File: config.mk
export PLATFORM = sky130hd
export DESIGN_NAME = ap_txn_tracker
export DESIGN_NICKNAME = d
export VERILOG_FILES = /design/src/rtl/ap_txn_pkg.sv /design/src/rtl/txn_rec_fifo.sv /design/src/rtl/ap_txn_tracker.sv
export SDC_FILE = /design/constraint.sdc
export NUM_CORES = 1
export LEC_CHECK = 0
export BUFFER_PORTS_ARGS = -buffer_cell sky130_fd_sc_hd__buf_2
export CAP_MARGIN = 15
export CORE_ASPECT_RATIO = 0.5
export CORE_MARGIN = 3
export CORE_UTILIZATION = 54
export DETAILED_ROUTE_END_ITERATION = 10
export GPL_TIMING_DRIVEN = 0
export PLACE_DENSITY_LB_ADDON = 0.25
export REMOVE_ABC_BUFFERS = 1
export SLEW_MARGIN = 20
export SYNTH_ARGS = -nofsm -noshare
export SYNTH_HDL_FRONTEND = slang
export SYNTH_SLANG_ARGS = --single-unit
File: constraint.sdc
create_clock -name clock -period 5.2 [get_ports clock]
set_input_delay 1.04 -clock clock [delete_from_list [all_inputs] [get_ports clock]]
set_output_delay 1.04 -clock clock [all_outputs]
set_load 0.1 [all_outputs]
File: src/rtl/ap_txn_pkg.sv
// Shared types and default widths for the ap_ctrl transaction tracker.
// Tracker states, the latency record layout and the parameter defaults used by the tracker and its queue.
package ap_txn_pkg;

    localparam int unsigned TXN_W_DEF          = 16;
    localparam int unsigned LAT_W_DEF          = 32;
    localparam int unsigned FIFO_DEPTH_DEF     = 4;
    localparam int unsigned TIMEOUT_CYCLES_DEF = 1000000;

    typedef enum logic [2:0] {
        IDLE     = 3'd0,
        ARMED    = 3'd1,
        BUSY     = 3'd2,
        DRAIN    = 3'd3,
        FINISHED = 3'd4,
        TIMEOUT  = 3'd5
    } txn_state_e;

    typedef struct packed {
        logic [TXN_W_DEF-1:0] index;
        logic [LAT_W_DEF-1:0] latency;
    } txn_rec_t;

endpackage

File: src/rtl/txn_rec_fifo.sv
// First-word-fall-through queue of latency records with full/empty flags and a flush.
// A push while full is accepted only when a pop frees a slot in the same cycle.
module txn_rec_fifo
    import ap_txn_pkg::*;
#(
    parameter int unsigned DEPTH = FIFO_DEPTH_DEF
) (
    input  logic                     i_clock,
    input  logic                     i_reset,
    input  logic                     i_flush,
    input  logic                     i_push,
    input  logic                     i_pop,
    input  txn_rec_t                 i_data,
    output txn_rec_t                 o_data,
    output logic                     o_full,
    output logic                     o_empty,
    output logic [$clog2(DEPTH):0]   o_count
);

    localparam int unsigned AW = $clog2(DEPTH);

    txn_rec_t         r_mem [DEPTH];
    logic [AW:0]      r_wr_ptr;
    logic [AW:0]      r_rd_ptr;
    logic             w_wr_en;
    logic             w_rd_en;

    assign o_count = r_wr_ptr - r_rd_ptr;
    assign o_empty = (o_count == (AW+1)'(0));
    assign o_full  = (o_count == (AW+1)'(DEPTH));
    assign w_rd_en = i_pop && !o_empty;
    assign w_wr_en = i_push && (!o_full || w_rd_en);
    assign o_data  = r_mem[r_rd_ptr[AW-1:0]];

    // Pointer update; flush empties the queue and wins over push/pop.
    always_ff @(posedge i_clock or posedge i_reset) begin
        if (i_reset) begin
            r_wr_ptr <= '0;
            r_rd_ptr <= '0;
        end else if (i_flush) begin
            r_wr_ptr <= '0;
            r_rd_ptr <= '0;
        end else begin
            if (w_wr_en) r_wr_ptr <= r_wr_ptr + (AW+1)'(1);
            if (w_rd_en) r_rd_ptr <= r_rd_ptr + (AW+1)'(1);
        end
    end

    // Record storage.
    always_ff @(posedge i_clock) begin
        if (w_wr_en && !i_flush) r_mem[r_wr_ptr[AW-1:0]] <= i_data;
    end

endmodule

File: src/rtl/ap_txn_tracker.sv
// Watches one block's ap_ctrl handshake, queues per-transaction latency records and raises finish.
// Optional watchdog enabled by defining TXN_TIMEOUT_EN.
module ap_txn_tracker
    import ap_txn_pkg::*;
#(
    parameter int unsigned TXN_W          = TXN_W_DEF,
    parameter int unsigned LAT_W          = LAT_W_DEF,
    parameter int unsigned FIFO_DEPTH     = FIFO_DEPTH_DEF,
    parameter int unsigned TIMEOUT_CYCLES = TIMEOUT_CYCLES_DEF
) (
    input  logic             clock,
    input  logic             reset,
    input  logic             arm,
    input  logic [TXN_W-1:0] expected_txn,
    input  logic             ap_start,
    input  logic             ap_ready,
    input  logic             ap_done,
    input  logic             ap_continue,
    output logic             rec_valid,
    input  logic             rec_ready,
    output logic [TXN_W-1:0] rec_index,
    output logic [LAT_W-1:0] rec_latency,
    output logic [TXN_W-1:0] txn_count,
    output logic             finish,
    output logic             overflow,
    output logic             timeout
);

    localparam int unsigned CNT_W = $clog2(FIFO_DEPTH) + 1;

    function automatic logic [LAT_W-1:0] sat_inc(input logic [LAT_W-1:0] v);
        return (&v) ? v : v + LAT_W'(1);
    endfunction

    txn_state_e        r_state;
    txn_state_e        w_state_nx;
    logic [TXN_W-1:0]  r_txn_count;
    logic [TXN_W-1:0]  r_target;
    logic [LAT_W-1:0]  r_lat;
    logic              r_overflow;
    logic              r_finish;
    logic              w_cmp;
    logic              w_push;
    logic              w_start_meas;
    logic [LAT_W-1:0]  w_push_lat;
    logic [TXN_W-1:0]  w_cnt_inc;
    logic              w_last;
    logic              w_pop;
    logic              w_drop;
    logic              w_wd_expire;
    logic              w_full;
    logic              w_empty;
    logic [CNT_W-1:0]  w_fifo_count;
    txn_rec_t          w_push_rec;
    txn_rec_t          w_rd_rec;
    logic              w_unused_ready;

    assign w_unused_ready = ap_ready;
    assign w_cmp          = ap_done && ap_continue;
    assign w_cnt_inc      = r_txn_count + TXN_W'(1);
    assign w_last         = (w_cnt_inc == r_target);
    assign w_pop          = !w_empty && rec_ready;
    assign w_drop         = w_push && w_full && !w_pop;

    // Next-state and push decode.
    always_comb begin
        w_state_nx   = r_state;
        w_push       = 1'b0;
        w_start_meas = 1'b0;
        w_push_lat   = '0;
        case (r_state)
            ARMED: begin
                if (ap_start && w_cmp) begin
                    w_start_meas = 1'b1;
                    w_push       = 1'b1;
                    w_push_lat   = LAT_W'(1);
                    w_state_nx   = w_last ? DRAIN : ARMED;
                end else if (ap_start) begin
                    w_start_meas = 1'b1;
                    w_state_nx   = BUSY;
                end else begin
                    w_state_nx   = ARMED;
                end
            end
            BUSY: begin
                if (w_cmp) begin
                    w_push     = 1'b1;
                    w_push_lat = sat_inc(r_lat);
                    if (w_last) begin
                        w_state_nx = DRAIN;
                    end else if (ap_start) begin
                        w_start_meas = 1'b1;
                        w_state_nx   = BUSY;
                    end else begin
                        w_state_nx = ARMED;
                    end
                end else begin
                    w_state_nx = BUSY;
                end
            end
            DRAIN: begin
                // Leave as soon as the queue will be empty on the next edge.
                if (w_empty || (w_fifo_count == CNT_W'(1) && w_pop)) w_state_nx = FINISHED;
                else w_state_nx = DRAIN;
            end
            IDLE, FINISHED, TIMEOUT: w_state_nx = r_state;
            default: w_state_nx = IDLE;
        endcase
        if (w_wd_expire) begin
            w_state_nx = TIMEOUT;
        end else begin
            w_state_nx = w_state_nx;
        end
        if (arm) begin
            w_push       = 1'b0;
            w_start_meas = 1'b0;
            w_state_nx   = (expected_txn == TXN_W'(0)) ? DRAIN : ARMED;
        end else begin
            w_push       = w_push;
        end
    end

    // FSM state, counters and sticky status.
    always_ff @(posedge clock or posedge reset) begin
        if (reset) begin
            r_state     <= IDLE;
            r_txn_count <= '0;
            r_target    <= '0;
            r_lat       <= '0;
            r_overflow  <= 1'b0;
            r_finish    <= 1'b0;
        end else begin
            r_state  <= w_state_nx;
            r_finish <= (w_state_nx == FINISHED) || (w_state_nx == TIMEOUT);
            if (arm) begin
                r_target    <= expected_txn;
                r_txn_count <= '0;
                r_lat       <= '0;
                r_overflow  <= 1'b0;
            end else begin
                if (w_push) r_txn_count <= w_cnt_inc;
                if (w_start_meas) r_lat <= LAT_W'(1);
                else if (r_state == BUSY) r_lat <= sat_inc(r_lat);
                if (w_drop) r_overflow <= 1'b1;
            end
        end
    end

`ifdef TXN_TIMEOUT_EN
    localparam int unsigned WD_W = $clog2(TIMEOUT_CYCLES + 1);

    logic [WD_W-1:0] r_wdog;
    logic            r_timeout;
    logic            w_wd_run;

    assign w_wd_run    = (r_state == ARMED) || (r_state == BUSY) || (r_state == DRAIN);
    assign w_wd_expire = w_wd_run && !w_push && !w_pop && (r_wdog == WD_W'(TIMEOUT_CYCLES));
    assign timeout     = r_timeout;

    // Watchdog: counts idle cycles in the watched states; any progress restarts it.
    always_ff @(posedge clock or posedge reset) begin
        if (reset) begin
            r_wdog    <= '0;
            r_timeout <= 1'b0;
        end else if (arm) begin
            r_wdog    <= '0;
            r_timeout <= 1'b0;
        end else begin
            if (w_push || w_pop) r_wdog <= '0;
            else if (w_wd_run && !w_wd_expire) r_wdog <= r_wdog + WD_W'(1);
            if (w_wd_expire) r_timeout <= 1'b1;
        end
    end
`else
    localparam int unsigned UNUSED_TIMEOUT_CYCLES = TIMEOUT_CYCLES;

    assign w_wd_expire = 1'b0;
    assign timeout     = 1'b0;
`endif

    always_comb begin
        w_push_rec.index   = TXN_W_DEF'(r_txn_count);
        w_push_rec.latency = LAT_W_DEF'(w_push_lat);
    end

    txn_rec_fifo #(
        .DEPTH (FIFO_DEPTH)
    ) u_fifo (
        .i_clock (clock),
        .i_reset (reset),
        .i_flush (arm),
        .i_push  (w_push),
        .i_pop   (rec_ready),
        .i_data  (w_push_rec),
        .o_data  (w_rd_rec),
        .o_full  (w_full),
        .o_empty (w_empty),
        .o_count (w_fifo_count)
    );

    // The queue head is only meaningful while valid; hold the record fields at zero otherwise.
    assign rec_valid   = !w_empty;
    assign rec_index   = w_empty ? '0 : TXN_W'(w_rd_rec.index);
    assign rec_latency = w_empty ? '0 : LAT_W'(w_rd_rec.latency);
    assign txn_count   = r_txn_count;
    assign overflow    = r_overflow;
    assign finish      = r_finish;

endmodule
==> flow_summary.json <==
{
  "clock_period_minus_worst_slack_ns": 4.691,
  "power.static_leakage_nw": 4.955,
  "post-dp-hpwl_um": 15500,
  "drv_cap": 0,
  "netlist.top_cell.by_area": "sky130_fd_sc_hd__edfxtp_1",
  "synth.lib_cells_used.distinct": 60,
  "netlist_area_before_placement_sq_mm": 0.01227,
  "synth_top_cell_area_share": 0.4697,
  "final_cell_area_sq_mm": 0.01382,
  "final.fill_count": 1606,
  "cts_made_buffers": 24,
  "synth_edf_count": 192,
  "number_of_placement_rows": 38,
  "gpl_congestion": 0.8617,
  "max-slew-margin-rel": 0.3043,
  "clock_sink_count": 267,
  "finalNonFillerCells": 1277,
  "synthesis.yosys.warnings": 0,
  "die-height_um": 112.6,
  "ys_seq_elements": 267,
  "fraction_of_final_layout_cells_with_drive_strength_greater_than_1": 0.2272,
  "vdd_drop_max_mv": 0.4006,
  "cts_buffer_depth": 3,
  "run_status": "finished clean",
  "cts-hold-fix-buffers": 0,
  "timing_worst_slew_pin_value_ns": 1.043,
  "cts_max_level": 1,
  "clk_latency_ns": 0.51,
  "cts_resized": 0,
  "grt_pass1_vias": 7453,
  "groute.usage.overall": 0.2019,
  "synth_seq_area_share": 0.6226,
  "startpoint_class": "register",
  "avgSynthCellArea_sq_um": 13.65,
  "ctsRootBufferMaster": "sky130_fd_sc_hd__clkbuf_16",
  "antenna_cells": 0,
  "power-per-cell-area_mw_per_mm2": 532.4,
  "timing_worst_setup_path_type": "reg -> out",
  "via_count": 7324,
  "floorplan_core_area_sq_mm": 0.02201,
  "drt.antenna.violating_nets": 0,
  "worst-endpoint-arrival_ns": 3.65,
  "count_of_pins_on_the_block_boundary": 92,
  "post-route-period-util": 0.9021,
  "drc_errors": 0,
  "chipWidth_um": 219.2,
  "placed_area_sq_mm": 0.01300,
  "final.hold.worst_slack_ns": 0.5165,
  "synth-async-reset-ratio": 0.2809,
  "power_w": 0.007355,
  "grt_antenna_before_repair": 0,
  "port-buffer-count": 89,
  "synthTopCellsByArea": "sky130_fd_sc_hd__edfxtp_1 47%, sky130_fd_sc_hd__dfrtp_1 15%, sky130_fd_sc_hd__mux4_2 8.8%",
  "wire_length_of_the_first_global_routing_pass_um": 39540,
  "postCtsSetupBuffers": 0,
  "floorplan.initialDensity": 0.5576,
  "timing.hold.worst.class": "reg -> reg",
  "rsz0062_at_grt": "false",
  "die_area_sq_mm": 0.02468,
  "avgViaCountPerCell": 5.735,
  "dr.pass1.iters": 5,
  "finalClockSkew_ns": 0.01157,
  "flow.area_growth_from_synthesis_pct": 12.56,
  "crit_fanout": 29,
  "maxSlewViolCount": 0,
  "setup_viol": 0,
  "first_iter_violations": 510,
  "dpl.cell_count": 1233,
  "aggregate_global_routing_overflow": 0,
  "num-nets-final": 992,
  "cp.required_ns": 4.16,
  "postSynthCellCount": 899,
  "postLayoutSetupSlackWorst_ns": 0.5092,
  "post_drt_wl_per_cell_um": 19.04,
  "path_clk_slew_ns": 0.07,
  "dp_slack_ns": 0.9888,
  "drt_wl_total_um": 24320,
  "synthFlopType": "sky130_fd_sc_hd__edfxtp_1",
  "crit_path_end_kind": "output port",
  "grt_start_max_net_pins": 53,
  "max_freq_mhz": 213.2,
  "final_hold_violation_count": 0,
  "cts_tree": "done"
}
[placed cells by master (no fill, tap or decap), types with 4 or more instances in the layout]
cell type,instances
sky130_fd_sc_hd__buf_4,5
sky130_fd_sc_hd__and3_1,4
sky130_fd_sc_hd__o21ai_0,11
sky130_fd_sc_hd__mux2_2,16
sky130_fd_sc_hd__buf_12,5
sky130_fd_sc_hd__clkbuf_16,25
sky130_fd_sc_hd__xor2_1,43
sky130_fd_sc_hd__nand2b_1,5
sky130_fd_sc_hd__mux4_2,48
sky130_fd_sc_hd__clkbuf_1,7
sky130_fd_sc_hd__dfrtp_1,73
sky130_fd_sc_hd__buf_2,89
sky130_fd_sc_hd__nand4_1,21
sky130_fd_sc_hd__nor4_1,10
sky130_fd_sc_hd__or2_2,5
sky130_fd_sc_hd__nor3_1,18
sky130_fd_sc_hd__nand3_1,19
sky130_fd_sc_hd__or3_1,9
sky130_fd_sc_hd__xnor2_1,52
sky130_fd_sc_hd__nand3b_1,4
sky130_fd_sc_hd__nand2_1,47
sky130_fd_sc_hd__bufinv_16,4
sky130_fd_sc_hd__inv_1,7
sky130_fd_sc_hd__clkinv_2,4
sky130_fd_sc_hd__ha_1,8
sky130_fd_sc_hd__a21oi_1,17
sky130_fd_sc_hd__nor2b_1,4
sky130_fd_sc_hd__and2_1,51
sky130_fd_sc_hd__nor2_1,117
sky130_fd_sc_hd__edfxtp_1,192
[state kept, by name (all words and copies together), names as in the netlist]
| signal | cells |
|---|---|
| finish | 1 |
| overflow | 1 |
| r_lat | 32 |
| r_state | 3 |
| r_target | 16 |
| txn_count | 16 |
| u_fifo.r_mem | 192 |
| u_fifo.r_rd_ptr | 3 |
| u_fifo.r_wr_ptr | 3 |
[metrics by stage]
step             util  TNS, ns
6_report       0.6276        0
5_1_grt        0.6276        0
4_1_cts        0.6276        0
3_5_place_dp   0.5903        0
3_3_place_gp   0.5795  -607.31
2_1_floorplan       -  -137.24
[routing by layer]
| metal | GRT usage | up-vias | wire length, um | share of wire |
|---|---|---|---|---|
| li1 | - | 3386 | - | - |
| met1 | 0.2856 | 3724 | 10910 | 0.45 |
| met2 | 0.3366 | 187 | 11760 | 0.48 |
| met3 | 0.03516 | 27 | 1306 | 0.054 |
| met4 | 0.03924 | 0 | 345 | 0.014 |
| met5 | 0 | - | 0 | 0 |
[path summary, 6_finish.rpt]
path,start,endpoint,depth (start not counted),slack (ns)
setup / recovery,u_fifo.r_rd_ptr[0],rec_index[11],8,0.51
hold / removal,overflow,overflow,2,0.52
setup reg to reg,r_state[2],u_fifo.r_mem[3][46],8,1.63
hold reg to reg,overflow,overflow,2,0.52
max in group asynchronous,reset,r_target[9],3,4.05
min in group asynchronous,reset,r_state[0],2,0.56
[worst max-delay path: stages (launching register included)]
cell,delay [ns]
sky130_fd_sc_hd__dfrtp_4,0.72
sky130_fd_sc_hd__ha_1,0.33
sky130_fd_sc_hd__fa_1,0.37
sky130_fd_sc_hd__xor2_1,0.16
sky130_fd_sc_hd__xnor2_1,0.25
sky130_fd_sc_hd__nand3_2,0.47
sky130_fd_sc_hd__buf_16,0.35
sky130_fd_sc_hd__and2_1,0.17
sky130_fd_sc_hd__buf_2,0.30
[kinds of logic after synthesis]
logic type                 share of synthesized area
and+or+nand+nor                               0.1362
DFF                                           0.6226
xor gates and xnor gates                     0.06779
buffers and inverters                        0.02997
muxes                                         0.1052
AOI/OAI and AO/OA                            0.02814
adders and majority gates                   0.009786
other                                      0.0003055
[cells in the mapped netlist (3+ instances only)]
library cell	instances
sky130_fd_sc_hd__clkbuf_1	33
sky130_fd_sc_hd__a311oi_1	3
sky130_fd_sc_hd__and3_1	4
sky130_fd_sc_hd__xor2_1	43
sky130_fd_sc_hd__nand2_1	47
sky130_fd_sc_hd__mux2_2	16
sky130_fd_sc_hd__dfrtp_1	75
sky130_fd_sc_hd__a21oi_1	17
sky130_fd_sc_hd__nor4_1	10
sky130_fd_sc_hd__nand3_1	21
sky130_fd_sc_hd__buf_1	8
sky130_fd_sc_hd__inv_1	8
sky130_fd_sc_hd__edfxtp_1	192
sky130_fd_sc_hd__o21ai_0	11
sky130_fd_sc_hd__nor2b_1	4
sky130_fd_sc_hd__buf_2	8
sky130_fd_sc_hd__xnor2_1	52
sky130_fd_sc_hd__mux4_2	48
sky130_fd_sc_hd__nand4_1	21
sky130_fd_sc_hd__buf_4	17
sky130_fd_sc_hd__or2_2	5
sky130_fd_sc_hd__or3_1	9
sky130_fd_sc_hd__and2_1	54
sky130_fd_sc_hd__and4_1	3
sky130_fd_sc_hd__o211ai_1	3
sky130_fd_sc_hd__mux2i_1	3
sky130_fd_sc_hd__ha_1	8
sky130_fd_sc_hd__nand3b_1	4
sky130_fd_sc_hd__nor2_1	117
sky130_fd_sc_hd__nand2b_1	5
sky130_fd_sc_hd__nor3_1	19
[cell type report]
type / count / area (sq um) / share of cell area
clock buffers: 32 / 651.9 / 0.04718
clock inverters: 12 / 168.9 / 0.01223
inverters: 8 / 32.53 / 0.002355
multi-input cells: 556 / 4288 / 0.3104
flip-flops and latches: 267 / 7650 / 0.5537
well taps: 300 / 375.4 / 0.02717
repair buffers: 102 / 649.4 / 0.04700
[report_power, final]
part / total (W) / switching (W) / internal, W
Clock: 0.00184 / 0.000755 / 0.00109
Combinational: 0.00310 / 0.00244 / 0.000655
Sequential: 0.00242 / 0.000105 / 0.00231
Total: 0.00736 / 0.00330 / 0.00405
No activity file was read; power rests on OpenSTA's default activity.
